**src/rtl/cpu_sequencer.sv**
```systemverilog
// -----------------------------------------------------------------------------
// cpu_sequencer
//   Multicycle instruction sequencer for the MIPS core. Steps the control
//   decoder through FETCH -> EXEC1 -> EXEC2 for every instruction, holds the
//   current state while memory asserts waitrequest, and halts the core after a
//   jump to address 0 once that jump's branch delay slot has executed.
//   Free-running cycle and retired-instruction counters are also kept.
//
// Ports
//   clk_i           in   core clock, all state on rising edge
//   rst_n_i         in   asynchronous active-low reset
//   mem_req_i       in   control drives a RAM read/write this cycle
//   waitrequest_i   in   memory not ready, access must be held
//   pc_next_zero_i  in   PC target written in this EXEC2 is 0x00000000
//   state_o         out  sequencer state: 0=FETCH 1=EXEC1 2=EXEC2 3=HALT
//   active_o        out  core running (low in reset and once halted)
//   stall_o         out  memory stall this cycle (combinational)
//   instr_retired_o out  pulse in the EXEC2 cycle that advances (combinational)
//   delay_slot_o    out  current instruction is the delay slot of a jump-to-0
//   cycle_count_o   out  active cycles including stalls, wraps
//   instr_count_o   out  retired instructions, wraps
// -----------------------------------------------------------------------------
module cpu_sequencer #(
    parameter int unsigned COUNT_W = 32
) (
    input  logic               clk_i,
    input  logic               rst_n_i,
    input  logic               mem_req_i,
    input  logic               waitrequest_i,
    input  logic               pc_next_zero_i,
    output logic [1:0]         state_o,
    output logic               active_o,
    output logic               stall_o,
    output logic               instr_retired_o,
    output logic               delay_slot_o,
    output logic [COUNT_W-1:0] cycle_count_o,
    output logic [COUNT_W-1:0] instr_count_o
);

    typedef enum logic [1:0] {
        ST_FETCH = 2'd0,
        ST_EXEC1 = 2'd1,
        ST_EXEC2 = 2'd2,
        ST_HALT  = 2'd3
    } state_t;

    localparam logic [COUNT_W-1:0] CNT_ONE = {{(COUNT_W-1){1'b0}}, 1'b1};
    localparam logic [COUNT_W-1:0] CNT_ZERO = {COUNT_W{1'b0}};

    state_t             state_r;
    logic               active_r;
    logic               delay_slot_r;
    logic [COUNT_W-1:0] cycle_count_r;
    logic [COUNT_W-1:0] instr_count_r;

    logic               running_s;
    logic               stall_s;
    logic               advance_s;
    logic               retire_s;

    // running_s is false in reset, during the warm-up cycle and in HALT, which
    // gates stall, retire and the cycle counter in one place.
    assign running_s = active_r & (state_r != ST_HALT);
    assign stall_s   = running_s & mem_req_i & waitrequest_i;
    assign advance_s = running_s & ~stall_s;
    assign retire_s  = advance_s & (state_r == ST_EXEC2);

    // Sequencer state, halt tracking and counters.
    always_ff @(posedge clk_i or negedge rst_n_i) begin
        if (!rst_n_i) begin
            state_r       <= ST_FETCH;
            active_r      <= 1'b0;
            delay_slot_r  <= 1'b0;
            cycle_count_r <= CNT_ZERO;
            instr_count_r <= CNT_ZERO;
        end else begin
            if (!active_r) begin
                // Warm-up edge: go active without moving out of FETCH.
                // Once halted, active stays low until the next reset.
                active_r <= (state_r != ST_HALT);
            end else if (advance_s) begin
                case (state_r)
                    ST_FETCH: state_r <= ST_EXEC1;
                    ST_EXEC1: state_r <= ST_EXEC2;
                    ST_EXEC2: begin
                        if (delay_slot_r) begin
                            // Delay slot done; its own pc_next_zero is ignored.
                            state_r      <= ST_HALT;
                            delay_slot_r <= 1'b0;
                            active_r     <= 1'b0;
                        end else begin
                            state_r      <= ST_FETCH;
                            delay_slot_r <= pc_next_zero_i;
                        end
                    end
                    default: begin
                        state_r  <= ST_HALT;
                        active_r <= 1'b0;
                    end
                endcase
            end else begin
                state_r <= state_r;
            end

            if (running_s) begin
                cycle_count_r <= cycle_count_r + CNT_ONE;
            end
            if (retire_s) begin
                instr_count_r <= instr_count_r + CNT_ONE;
            end
        end
    end

    assign state_o         = state_r;
    assign active_o        = active_r;
    assign delay_slot_o    = delay_slot_r;
    assign stall_o         = stall_s;
    assign instr_retired_o = retire_s;
    assign cycle_count_o   = cycle_count_r;
    assign instr_count_o   = instr_count_r;

endmodule
```
**config.mk**
```make
export PLATFORM = sky130hd
export DESIGN_NAME = cpu_sequencer
export DESIGN_NICKNAME = d
export VERILOG_FILES = /design/src/rtl/cpu_sequencer.sv
export SDC_FILE = /design/constraint.sdc
export NUM_CORES = 1
export LEC_CHECK = 0
export ABC_AREA = 1
export CORE_ASPECT_RATIO = 1.1
export CORE_UTILIZATION = 47
export DETAILED_ROUTE_END_ITERATION = 6
export PLACE_DENSITY_LB_ADDON = 0.25
export SYNTH_ARGS = -nofsm -noshare
export SYNTH_HDL_FRONTEND = slang
export SYNTH_SLANG_ARGS = --single-unit
```
**constraint.sdc**
```tcl
create_clock -name clk_i -period 1.36 [get_ports clk_i]
set_input_delay 0.136 -clock clk_i [delete_from_list [all_inputs] [get_ports clk_i]]
set_output_delay 0.136 -clock clk_i [all_outputs]
set_load 0.005 [all_outputs]
```
==> results of run 1 <==
-- path summary, 6_finish.rpt --
path | startpoint | endpoint | slack, ns | depth (start not counted)
hold / removal | rst_n_i | cycle_count_o[5] | 0.31 | 3
setup reg to reg | cycle_count_o[2] | cycle_count_o[15] | -0.52 | 8
hold reg to reg | instr_count_o[17] | instr_count_o[17] | 0.56 | 2
min in group clk_i | pc_next_zero_i | delay_slot_o | 0.41 | 3
max in group asynchronous | rst_n_i | instr_count_o[2] | 0.69 | 3
setup / recovery | cycle_count_o[2] | cycle_count_o[15] | -0.52 | 8
-- stage by stage --
stage | cells | setup WS (ns) | hold slack [ns] | utilization, % | total power [mW]
finish | 868 | -0.525 | 0.307 | 90.0 | 8.19
floorplan | 495 | -0.0171 | -0.160 | - | 3.34
global route | 868 | -0.702 | 0.353 | 90.0 | 8.55
detailed placement | 764 | -0.273 | 0.188 | 70.1 | 4.89
global placement | 764 | -0.236 | 0.185 | 70.1 | 4.81
CTS | 857 | -0.158 | 0.345 | 85.1 | 7.52
-- routing by layer --
layer  GRT usage, %  up-vias  wire, microns
met5              0        -              0
met4           24.2        0           1500
met3           6.52      163           1850
met2           65.2      388           8880
met1           38.2     2349           5730
li1               -     2093              -
-- power by group --
group / switching, mW / internal (mW) / leakage (nW) / total [mW]
logic: 1.91 / 1.95 / 2.66 / 3.86
clock network: 0.929 / 0.906 / 0.103 / 1.83
registers: 0.235 / 2.26 / 0.881 / 2.49
total: 3.08 / 5.11 / 3.64 / 8.19
-- repair_timing --
| action | in CTS | in global routing |
|---|---|---|
| pin swaps | 51 | 42 |
| hold buffers | 1 | 0 |
| buffers inserted | 76 | 13 |
| endpoints found under the setup margin | 119 | 75 |
| gates resized for setup | 196 | 93 |
| hold endpoints to repair | 68 | 0 |
-- state kept, by name, summed over array words and instances (netlist names) --
| name | count |
|---|---|
| instr_count_o | 32 |
| state_o | 2 |
| active_o | 1 |
| delay_slot_o | 1 |
| cycle_count_o | 32 |
-- logic make-up after synthesis --
family / share of synthesized area, %
flops: 45.2
xor+xnor: 8.60
simple gates: 37.3
fa+ha+maj: 0.664
compound gates: 1.69
buf+inv: 6.58
-- tightest hold or removal path, cell delays in order --
cell and delay (ns):
dlygate4sd3_1 0.52, buf_2 0.13, buf_12 0.30
-- layout make-up --
cell class              count  area share, %
repair buffers            253           31.5
multi-input cells         363           35.0
flip-flops and latches     68           25.1
well taps                 105           1.92
clock buffers              11           2.07
clock inverters             5          0.897
inverters                  63           3.49
-- synth_stat cells --
cell type	n
nand2_1	154
dfrtp_1	68
nor2_1	67
inv_1	62
nand3_1	32
nand4_1	22
xor2_1	22
xnor2_1	15
nor3_1	14
nand3b_1	9
o21ai_0	7
nand2_2	4
nor2_2	4
nor2_4	4
ha_1	2
a21oi_1	1
a21oi_2	1
a22oi_1	1
buf_6	1
inv_2	1
nand4_4	1
nor3_4	1
o21bai_1	1
or2_2	1
==> summary.txt, run 1 <==
Worst hold path
  • HP Class: primary input to asynchronous set/reset pin

Critical path
  • Crit path buffers/inverters: 2
  • CP arrival: 2.12 ns
  • Worst path max stage delay: 0.39 ns
  • Crit path capture type: flop
  • Critical-path cell list: buf_6, nand2_2, nor2_4, buf_6, nand2_4, nor2_4, nand2_2, xnor2_1
  • Startpoint types: flop
  • Crit Path Max Fanout: 5
  • CP max-delay cell: dfrtp_1
  • CP delay by family, top: simple AND/OR/NAND/NOR gates
  • Crit Path Class: flop to flop
  • WP data required: 1.60 ns

Die
  • Die Footprint: 8380 sq um
  • Placement Rows: 33
  • Core Area: 7600 sq um
  • Die X-Extent: 87.4 microns
  • Die height: 95.9 microns
  • Initial core utilization: 49.6%
  • I/O pin cnt: 75

Global routing
  • Global-route wire length before repair: 22600 microns
  • Total track usage: 36.0%
  • Pin count of the biggest net entering global routing: 69
  • GRT overflow: 0
  • Initial antenna violation count: 0
  • Number of global-route vias before repair: 4873

Pwr
  • Worst VDD drop: 1.30 mV
  • Leak: 3.64 nW
  • Pwr per Cell Area: 1200 nW/um^2

Status
  • Status: finished with violations
  • Failing checks: negative setup slack

Synth
  • Syn_nets: 502
  • Cells after synthesis: 495
  • Register bit total from synthesis: 68
  • Netlist Area Pre-Place: 3770 sq um
  • Top cells by area, synth: dfrtp_1, nand2_1, nor2_1, inv_1, xor2_1
  • Biggest area consumer among synthesized cells: dfrtp_1
  • Top-area cell type share of the netlist area: 45.2%
  • Post-synthesis cell type count: 24
  • Syn_area_per_cell: 7.61 sq um
  • Synth warn: 0
  • Register area share after synthesis: 45.2%

Clock tree
  • Reg clk slew, reported paths: 0.09 ns
  • Clk buf depth: 2
  • Clk_lat worst skew: 0.37 ns
  • TritonCTS clock tree: yes
  • Num CTS Buffers: 9
  • CTS Root Cell: clkbuf_8
  • Clock sinks: 68
  • Htree depth: 3

Timing
  • Fmax: 0.531 GHz
  • RSZ-0062 raised after global routing: yes
  • Relative slew slack: 73.8%
  • Setup TNS: -10.21 ns
  • Hold Vio Cnt, Final: 0
  • Setup Skew: 0.0169 ns
  • Max Slew Vio Count: 0
  • Tcrit/Tclk final: 139%
  • Setup Viol. Count Final: 58
  • Setup ws final: -0.525 ns
  • Final min period: 1.88 ns
  • Slew @ Worst Pin: 0.390 ns

Cells and area
  • Area growth, synth to finish: 81.6%
  • Fillers: 341
  • Share of cells above drive strength 1: 45.2%
  • Most frequent cells in the layout: buf_4, nand2_1, dfrtp_1
  • Commonest non-fill, non-tap cell in the layout: buf_4
  • Multi-input gate area: 2390 sq um
  • Design area: 6840 sq um
  • Sequential standard cell area: 1720 sq um
  • Fin nets: 765
  • Ant diodes: 0

Drt
  • DRT Wirelength: 18000 microns
  • DR pass1 iterations: 5
  • Routed vias: 4993
  • DRC viols: 0
  • Vias per cell: 5.75
  • WL per Instance: 20.7 microns
  • Post-route ant nets: 0
  • Initial DRC Count: 466

Place
  • Placer Congestion: 0.907
  • I/O Buffers: 74
  • HPWL Detailed: 7930 microns
  • Placed Area: 5330 sq um

Flow run
  • Total of max-cap violations: 0
Power figures use the tool's default switching activity.
==> run 2: changes to the inputs <==
CTS_CLUSTER_DIAMETER = 60   (was default)
==> results of run 2 <==
Final layout, timing and power as in run 1 (identical DEF).
